--- src/rtl/mem_access_unit_if.sv ---
// Request/response and memory-port bundle for mem_access_unit.
// slave: the access unit itself; master: the datapath plus memory around it.
interface mem_access_unit_if #(
    parameter int ADDR_W = 7
);
    // datapath request
    logic              i_Req;
    logic              i_We;
    logic [2:0]        i_Funct3;
    logic [31:0]       i_Addr;
    logic [31:0]       i_wData;
    // datapath response
    logic              o_Busy;
    logic              o_Done;
    logic              o_Misaligned;
    logic [31:0]       o_rData;
    // memory port
    logic [ADDR_W-1:0] o_MemAddr;
    logic              o_MemWE;
    logic [31:0]       o_MemWData;
    logic [31:0]       i_MemRData;

    modport slave (
        input  i_Req, i_We, i_Funct3, i_Addr, i_wData, i_MemRData,
        output o_Busy, o_Done, o_Misaligned, o_rData,
        output o_MemAddr, o_MemWE, o_MemWData
    );

    modport master (
        output i_Req, i_We, i_Funct3, i_Addr, i_wData, i_MemRData,
        input  o_Busy, o_Done, o_Misaligned, o_rData,
        input  o_MemAddr, o_MemWE, o_MemWData
    );
endinterface

--- src/rtl/mem_access_unit.sv ---
// Load/store initiator for a word-wide memory: sub-word RMW stores,
// extended loads, misalign/range errors. Ports: i_Clk, i_Reset (async low), bus.
module mem_access_unit #(
    parameter int MEM_WORDS = 128,
    parameter int ADDR_W    = 7
) (
    input  logic                 i_Clk,
    input  logic                 i_Reset,
    mem_access_unit_if.slave     bus
);
    typedef enum logic [2:0] {
        S_IDLE,
        S_READ,
        S_WRITE,
        S_DONE,
        S_ERR
    } state_t;

    state_t            r_State;
    logic              r_We;
    logic [2:0]        r_Funct3;
    logic [1:0]        r_Lane;
    logic [31:0]       r_wData;
    logic [ADDR_W-1:0] r_MemAddr;
    logic [31:0]       r_MemWData;
    logic [31:0]       r_rData;
    logic              r_Busy;
    logic              r_Done;
    logic              r_Mis;
    logic              r_MemWE;

    logic              w_BadF3;
    logic              w_HalfMis;
    logic              w_WordMis;
    logic              w_StoreU;
    logic              w_Range;
    logic              w_Err;
    logic [7:0]        w_Byte;
    logic [15:0]       w_Half;
    logic [31:0]       w_LoadVal;
    logic [31:0]       w_StoreVal;
    logic              w_IsB;
    logic              w_IsH;
    logic              w_IsW;

    // request screening on the live inputs, used only when IDLE accepts
    assign w_BadF3   = (bus.i_Funct3 == 3'd3) || (bus.i_Funct3 >= 3'd6);
    assign w_HalfMis = ((bus.i_Funct3 == 3'd1) || (bus.i_Funct3 == 3'd5))
                       && bus.i_Addr[0];
    assign w_WordMis = (bus.i_Funct3 == 3'd2) && (bus.i_Addr[1:0] != 2'b00);
    assign w_StoreU  = bus.i_We
                       && ((bus.i_Funct3 == 3'd4) || (bus.i_Funct3 == 3'd5));
    assign w_Range   = bus.i_Addr[31:2] >= 30'(MEM_WORDS);
    assign w_Err     = w_BadF3 || w_HalfMis || w_WordMis
                       || w_StoreU || w_Range;

    // lane extraction from the word currently addressed
    assign w_Byte = bus.i_MemRData[{r_Lane, 3'b000} +: 8];
    assign w_Half = r_Lane[1] ? bus.i_MemRData[31:16]
                              : bus.i_MemRData[15:0];

    always_comb begin
        w_LoadVal = bus.i_MemRData;
        unique case (r_Funct3)
            3'd0:    w_LoadVal = {{24{w_Byte[7]}}, w_Byte};
            3'd1:    w_LoadVal = {{16{w_Half[15]}}, w_Half};
            3'd4:    w_LoadVal = {24'd0, w_Byte};
            3'd5:    w_LoadVal = {16'd0, w_Half};
            default: w_LoadVal = bus.i_MemRData;
        endcase
    end

    // store size decode; exactly one is always true
    assign w_IsB = (r_Funct3 == 3'd0);
    assign w_IsH = (r_Funct3 == 3'd1);
    assign w_IsW = !(w_IsB || w_IsH);

    always_comb begin
        w_StoreVal = bus.i_MemRData;
        unique case (1'b1)
            w_IsB: w_StoreVal[{r_Lane, 3'b000} +: 8] = r_wData[7:0];
            w_IsH: w_StoreVal[{r_Lane[1], 4'b0000} +: 16] = r_wData[15:0];
            w_IsW: w_StoreVal = r_wData;
        endcase
    end

    always_ff @(posedge i_Clk or negedge i_Reset) begin
        if (!i_Reset) begin
            r_State    <= S_IDLE;
            r_We       <= 1'b0;
            r_Funct3   <= 3'd0;
            r_Lane     <= 2'd0;
            r_wData    <= 32'd0;
            r_MemAddr  <= '0;
            r_MemWData <= 32'd0;
            r_rData    <= 32'd0;
            r_Busy     <= 1'b0;
            r_Done     <= 1'b0;
            r_Mis      <= 1'b0;
            r_MemWE    <= 1'b0;
        end else begin
            unique case (r_State)
                S_IDLE: begin
                    if (bus.i_Req) begin
                        r_We      <= bus.i_We;
                        r_Funct3  <= bus.i_Funct3;
                        r_Lane    <= bus.i_Addr[1:0];
                        r_wData   <= bus.i_wData;
                        r_MemAddr <= bus.i_Addr[ADDR_W+1:2];
                        r_Busy    <= 1'b1;
                        if (w_Err) begin
                            r_State <= S_ERR;
                            r_Done  <= 1'b1;
                            r_Mis   <= 1'b1;
                        end else begin
                            r_State <= S_READ;
                        end
                    end
                end
                S_READ: begin
                    if (r_We) begin
                        r_MemWData <= w_StoreVal;
                        r_MemWE    <= 1'b1;
                        r_State    <= S_WRITE;
                    end else begin
                        r_rData <= w_LoadVal;
                        r_Done  <= 1'b1;
                        r_State <= S_DONE;
                    end
                end
                S_WRITE: begin
                    r_MemWE <= 1'b0;
                    r_Done  <= 1'b1;
                    r_State <= S_DONE;
                end
                S_DONE, S_ERR: begin
                    r_Done  <= 1'b0;
                    r_Mis   <= 1'b0;
                    r_Busy  <= 1'b0;
                    r_State <= S_IDLE;
                end
                default: begin
                    r_Done  <= 1'b0;
                    r_Mis   <= 1'b0;
                    r_Busy  <= 1'b0;
                    r_MemWE <= 1'b0;
                    r_State <= S_IDLE;
                end
            endcase
        end
    end

    assign bus.o_Busy       = r_Busy;
    assign bus.o_Done       = r_Done;
    assign bus.o_Misaligned = r_Mis;
    assign bus.o_rData      = r_rData;
    assign bus.o_MemAddr    = r_MemAddr;
    assign bus.o_MemWE      = r_MemWE;
    assign bus.o_MemWData   = r_MemWData;
endmodule

--- src/flat_wrapper.sv ---
// flat-port wrapper written by rule: the top's interface ports become plain ports
module mem_access_unit_flat 
#(
    parameter int MEM_WORDS = 128,
    parameter int ADDR_W    = 7
)
  (i_Clk, i_Reset, bus_i_Req, bus_i_We, bus_i_Funct3, bus_i_Addr, bus_i_wData, bus_i_MemRData, bus_o_Busy, bus_o_Done, bus_o_Misaligned, bus_o_rData, bus_o_MemAddr, bus_o_MemWE, bus_o_MemWData);
  mem_access_unit_if #(.ADDR_W(ADDR_W)) bus_i ();
  input  logic i_Clk;
  input  logic i_Reset;
  input wire logic [$bits(bus_i.i_Req)-1:0] bus_i_Req;
  input wire logic [$bits(bus_i.i_We)-1:0] bus_i_We;
  input wire logic [$bits(bus_i.i_Funct3)-1:0] bus_i_Funct3;
  input wire logic [$bits(bus_i.i_Addr)-1:0] bus_i_Addr;
  input wire logic [$bits(bus_i.i_wData)-1:0] bus_i_wData;
  input wire logic [$bits(bus_i.i_MemRData)-1:0] bus_i_MemRData;
  output wire logic [$bits(bus_i.o_Busy)-1:0] bus_o_Busy;
  output wire logic [$bits(bus_i.o_Done)-1:0] bus_o_Done;
  output wire logic [$bits(bus_i.o_Misaligned)-1:0] bus_o_Misaligned;
  output wire logic [$bits(bus_i.o_rData)-1:0] bus_o_rData;
  output wire logic [$bits(bus_i.o_MemAddr)-1:0] bus_o_MemAddr;
  output wire logic [$bits(bus_i.o_MemWE)-1:0] bus_o_MemWE;
  output wire logic [$bits(bus_i.o_MemWData)-1:0] bus_o_MemWData;
  assign bus_i.i_Req = bus_i_Req;
  assign bus_i.i_We = bus_i_We;
  assign bus_i.i_Funct3 = bus_i_Funct3;
  assign bus_i.i_Addr = bus_i_Addr;
  assign bus_i.i_wData = bus_i_wData;
  assign bus_i.i_MemRData = bus_i_MemRData;
  assign bus_o_Busy = bus_i.o_Busy;
  assign bus_o_Done = bus_i.o_Done;
  assign bus_o_Misaligned = bus_i.o_Misaligned;
  assign bus_o_rData = bus_i.o_rData;
  assign bus_o_MemAddr = bus_i.o_MemAddr;
  assign bus_o_MemWE = bus_i.o_MemWE;
  assign bus_o_MemWData = bus_i.o_MemWData;
  mem_access_unit #(.MEM_WORDS(MEM_WORDS), .ADDR_W(ADDR_W)) u_core (.i_Clk(i_Clk), .i_Reset(i_Reset), .bus(bus_i));
endmodule
--- config.mk ---
export PLATFORM = sky130hd
export DESIGN_NAME = mem_access_unit_flat
export DESIGN_NICKNAME = d
export VERILOG_FILES = /design/src/rtl/mem_access_unit_if.sv /design/src/rtl/mem_access_unit.sv /design/src/flat_wrapper.sv
export SDC_FILE = /design/constraint.sdc
export NUM_CORES = 1
export LEC_CHECK = 0
export BUFFER_PORTS_ARGS = -buffer_cell sky130_fd_sc_hd__buf_2
export CORE_MARGIN = 10
export CORE_UTILIZATION = 41
export CTS_CLUSTER_SIZE = 25
export DETAILED_ROUTE_END_ITERATION = 6
export GPL_ROUTABILITY_DRIVEN = 0
export HOLD_SLACK_MARGIN = 0.03
export PLACE_DENSITY = 0.66
export SLEW_MARGIN = 20
export SYNTH_ARGS = -nofsm -noshare
export SYNTH_HDL_FRONTEND = slang
export SYNTH_SLANG_ARGS = --single-unit
--- constraint.sdc ---
create_clock -name i_Clk -period 4.5 [get_ports i_Clk]
set_input_delay 0.9 -clock i_Clk [delete_from_list [all_inputs] [get_ports i_Clk]]
set_output_delay 0.9 -clock i_Clk [all_outputs]
set_load 0.02 [all_outputs]
==> summary.txt <==
Global routing
  – Wire length of the first global-routing pass: between 30000 and 40000 um
  – Number of antenna violations at the first check in global routing: 1
  – Global Route Usage Sum: about 20%
  – Maximum number of pins on one net before global-route repair: 63
  – Vias in the first global route: about 5.6k
  – GRT overflow: 0

Layout
  – Sequential standard cell area: about 2900 um^2
  – Fill cell count: about 1.3k
  – Growth of design area from synthesis to finish: 24.7%
  – Most common cell after layout, fill and taps aside: buf_2
  – Final Cell Area: 7620 um^2
  – Fraction of layout cells with a size suffix above 1: between 30% and 40%
  – Multi-input gate area in the final layout: ~3000 um^2
  – Layout Utilization: a little over half
  – Layout Nets: 867
  – Highest-count cells in the layout ignoring fill and taps: buf_2, dfrtp_1, nand2_1

Clock network
  – Skew-Pair Late Insertion Delay: roughly 0.42 ns
  – CTS Buffer Depth: 2
  – Total clock sinks: 116
  – Clk pin slew, worst setup/hold paths: ~0.05 ns
  – Gates resized, CTS repair: 0
  – Clk root buf: clkbuf_16
  – Number of buffers created by CTS: 17
  – Number of H-tree levels: 4
  – Post CTS Setup Buffer Count: 0
  – Hold buffer count at CTS: 0
  – CTS tree: done

Timing
  – Shortest period the worst path allows: between 2 and 3 ns
  – Setup Viol. Count Final: 0
  – Setup repair after global routing missed its margin: no
  – Fmax achieved: 371 MHz
  – Relative max-transition margin: 25.7%
  – Final Hold Viols: 0
  – Final Worst Setup Slack: around 1.8 ns
  – Layout Skew: approximately 0.0063 ns
  – Share of the clock period used by the worst path after layout: between 50 and 60%
  – Transition time at the pin with the least slew margin: 1.11 ns
  – Worst hold slack: approximately 0.48 ns
  – Final slew viol count: 0
  – Setup TNS Final: 0 ns

Placed design
  – Placed cell area: a little over 7000 um^2
  – Worst slack after detailed placement: 1.86 ns
  – Port buffer count: ~180
  – HPWL Detailed: approximately 15000 um

Drt
  – Count of routing violations after the opening detailed-route iteration: about 630
  – Vias: 5599
  – Total met2 wirelength after detailed routing: approximately 10000 um
  – Highest routing layer actually used: met4
  – WL per Instance: between 20 and 25 um
  – Initial DRT Pass Iterations: 5
  – Final wirelength: about 21000 um
  – Met3 wirelength from detailed routing: 1770 um
  – Detailed-route DRC error count: 0
  – Total routed wire length on the met1 layer: 8500 um
  – Count of antenna-violating nets left after detailed routing: 0
  – Mean number of vias per cell: about 5.9

Synth
  – Average cell area after synthesis: about 10 um^2
  – Syn. warnings: 0
  – Proportion of synthesized flip-flops having asynchronous set or reset: 100%
  – Main combinational cell family by area after synthesis: compound AO/OA/AOI/OAI gates
  – Unique masters post-synth: 57
  – Fraction of the mapped netlist area in adder cells: between 1 and 1.5%
  – Post-synthesis register bit count: approximately 120
  – Synthesized-area fraction occupied by ao, oa, aoi and oai cells: a little under a fifth
  – Number of enable-type register cells in the synthesized netlist: 0
  – Mux cell area share after synthesis: a little over a tenth
  – Portion of the post-synthesis area used by sequential elements: around 47%
  – Simple-Gate Fraction of Synth Area: about 18%
  – Top flip-flop cell by instance count after synthesis: dfrtp_1
  – Number of instances in the synthesized netlist: about 610
  – Synthesized netlist net count: roughly 700
  – XOR/XNOR Fraction of Synth Area: less than 1%
  – Synthesized cell area: 6110 um^2

Floorplan
  – Placeable core region: between 10000 and 15000 um^2
  – Die outline area: 20200 um^2
  – Horizontal die dimension: roughly 140 um
  – DIE HEIGHT: around 140 um
  – Effective utilization at floorplan: between 40% and 50%
  – Rows: 44
  – Top-Level Pins: between 150 and 200

Worst hold path
  – Worst min path class: reg -> reg

Critical path
  – Worst R2R Setup Slack: 1.80 ns
  – Slowest cell on the critical path: nand4bb_1
  – Crit Path Class: reg -> reg
  – Crit path arrival time: slightly below 3 ns
  – Critical path, cell by cell: nand4bb_1 -> nor2_1 -> o41ai_1
  – Worst setup SP type: flip-flop
  – Sort of element at the end of the critical path: flip-flop
  – Crit-path max cell delay: 1.02 ns
  – Largest driver fanout on the critical path: 27
  – Critical path data required time: between 4 and 5 ns

Power
  – Power per cell area: around 380 nW/um^2
  – Worst IR Drop VDD: roughly 240 uV
  – Cell leakage power: approximately 3.5 nW

Flow run
  – Max-cap violations: 0

Outcome
  – Result of the run: completed
-- final timing paths --
kind                                           start                   endpoint  cells after the start
setup / recovery                  u_core.r_Funct3[0]  u_core.bus.o_MemWData[31]                      3
hold / removal             u_core.bus.o_MemWData[28]  u_core.bus.o_MemWData[28]                      2
setup reg to reg                  u_core.r_Funct3[0]  u_core.bus.o_MemWData[31]                      3
hold reg to reg            u_core.bus.o_MemWData[28]  u_core.bus.o_MemWData[28]                      2
max in group asynchronous                    i_Reset     u_core.bus.o_rData[18]                      2
min in group asynchronous                    i_Reset  u_core.bus.o_MemWData[13]                      1
-- cell families (layout without fill, tap and decap cells) --
group                      Yosys count  after routing
AOI/OAI and AO/OA                  156            156
muxes                               58             58
adders and majority gates            5              5
and+or+nand+nor                    213            213
DFF                                116            116
xor gates and xnor gates             1              1
other                                0              1
buffers and inverters               57            222
-- layout make-up --
| type | count | share of cell area [%] |
|---|---|---|
| Inverter | 9 | 0.443 |
| Clock buffer | 27 | 6.86 |
| Clock inverter | 4 | 0.263 |
| Antenna cell | 1 | 0.0328 |
| Multi-Input combinational cell | 433 | 39.0 |
| Timing Repair Buffer | 182 | 12.3 |
| Tap cell | 184 | 3.02 |
| Sequential cell | 116 | 38.1 |
-- per-stage QoR --
step | total power, W | std cells
2_1_floorplan | 0.00149 | 606
3_3_place_gp | 0.00166 | 924
3_5_place_dp | 0.00167 | 924
4_1_cts | 0.00291 | 955
5_1_grt | 0.00302 | 956
6_report | 0.00290 | 956
-- layer usage --
metal	vias to the layer above	GRT usage, %
met2	242	31.7
met3	30	6.01
li1	2556	-
met5	-	0
met4	0	8.18
met1	2771	25.5
-- cells in the mapped netlist, types with 9 or more instances --
cell / n / area share, %
nand3_1: 35 / 2.9
dfrtp_1: 116 / 47
nor4bb_1: 9 / 1.5
a21oi_1: 23 / 1.9
nand2_1: 101 / 6.2
o31ai_1: 10 / 1.2
clkbuf_1: 21 / 1.3
mux2_2: 45 / 8.3
and3_1: 9 / 0.92
nor2_1: 23 / 1.4
a221oi_1: 32 / 4.6
buf_2: 22 / 1.8
o21ai_0: 30 / 2.5
-- report_power, final --
group / switching (W) / total, W / internal (W)
clock: 0.000454 / 0.00124 / 0.000783
combinational: 0.000271 / 0.000468 / 0.000197
sequential: 0.0000876 / 0.00120 / 0.00111
-- worst max-delay path, delay by kind of cell (launching register included) --
family | cells | cell delay, ns
AO/OA/AOI/OAI | 1 | 0.12
flip-flops | 1 | 0.86
AND/OR/NAND/NOR | 2 | 1.54
-- flip-flops by register name, indices dropped and copies added (netlist names) --
| signal | count |
|---|---|
| u_core.bus.o_rData | 32 |
| u_core.r_State | 3 |
| u_core.bus.o_MemAddr | 7 |
| u_core.bus.o_Misaligned | 1 |
| u_core.r_We | 1 |
| u_core.bus.o_Busy | 1 |
| u_core.bus.o_MemWData | 32 |
| u_core.r_Funct3 | 3 |
| u_core.bus.o_Done | 1 |
| u_core.r_wData | 32 |
| u_core.bus.o_MemWE | 1 |
| u_core.r_Lane | 2 |
Note: power is estimated with default switching activity, not from simulation.
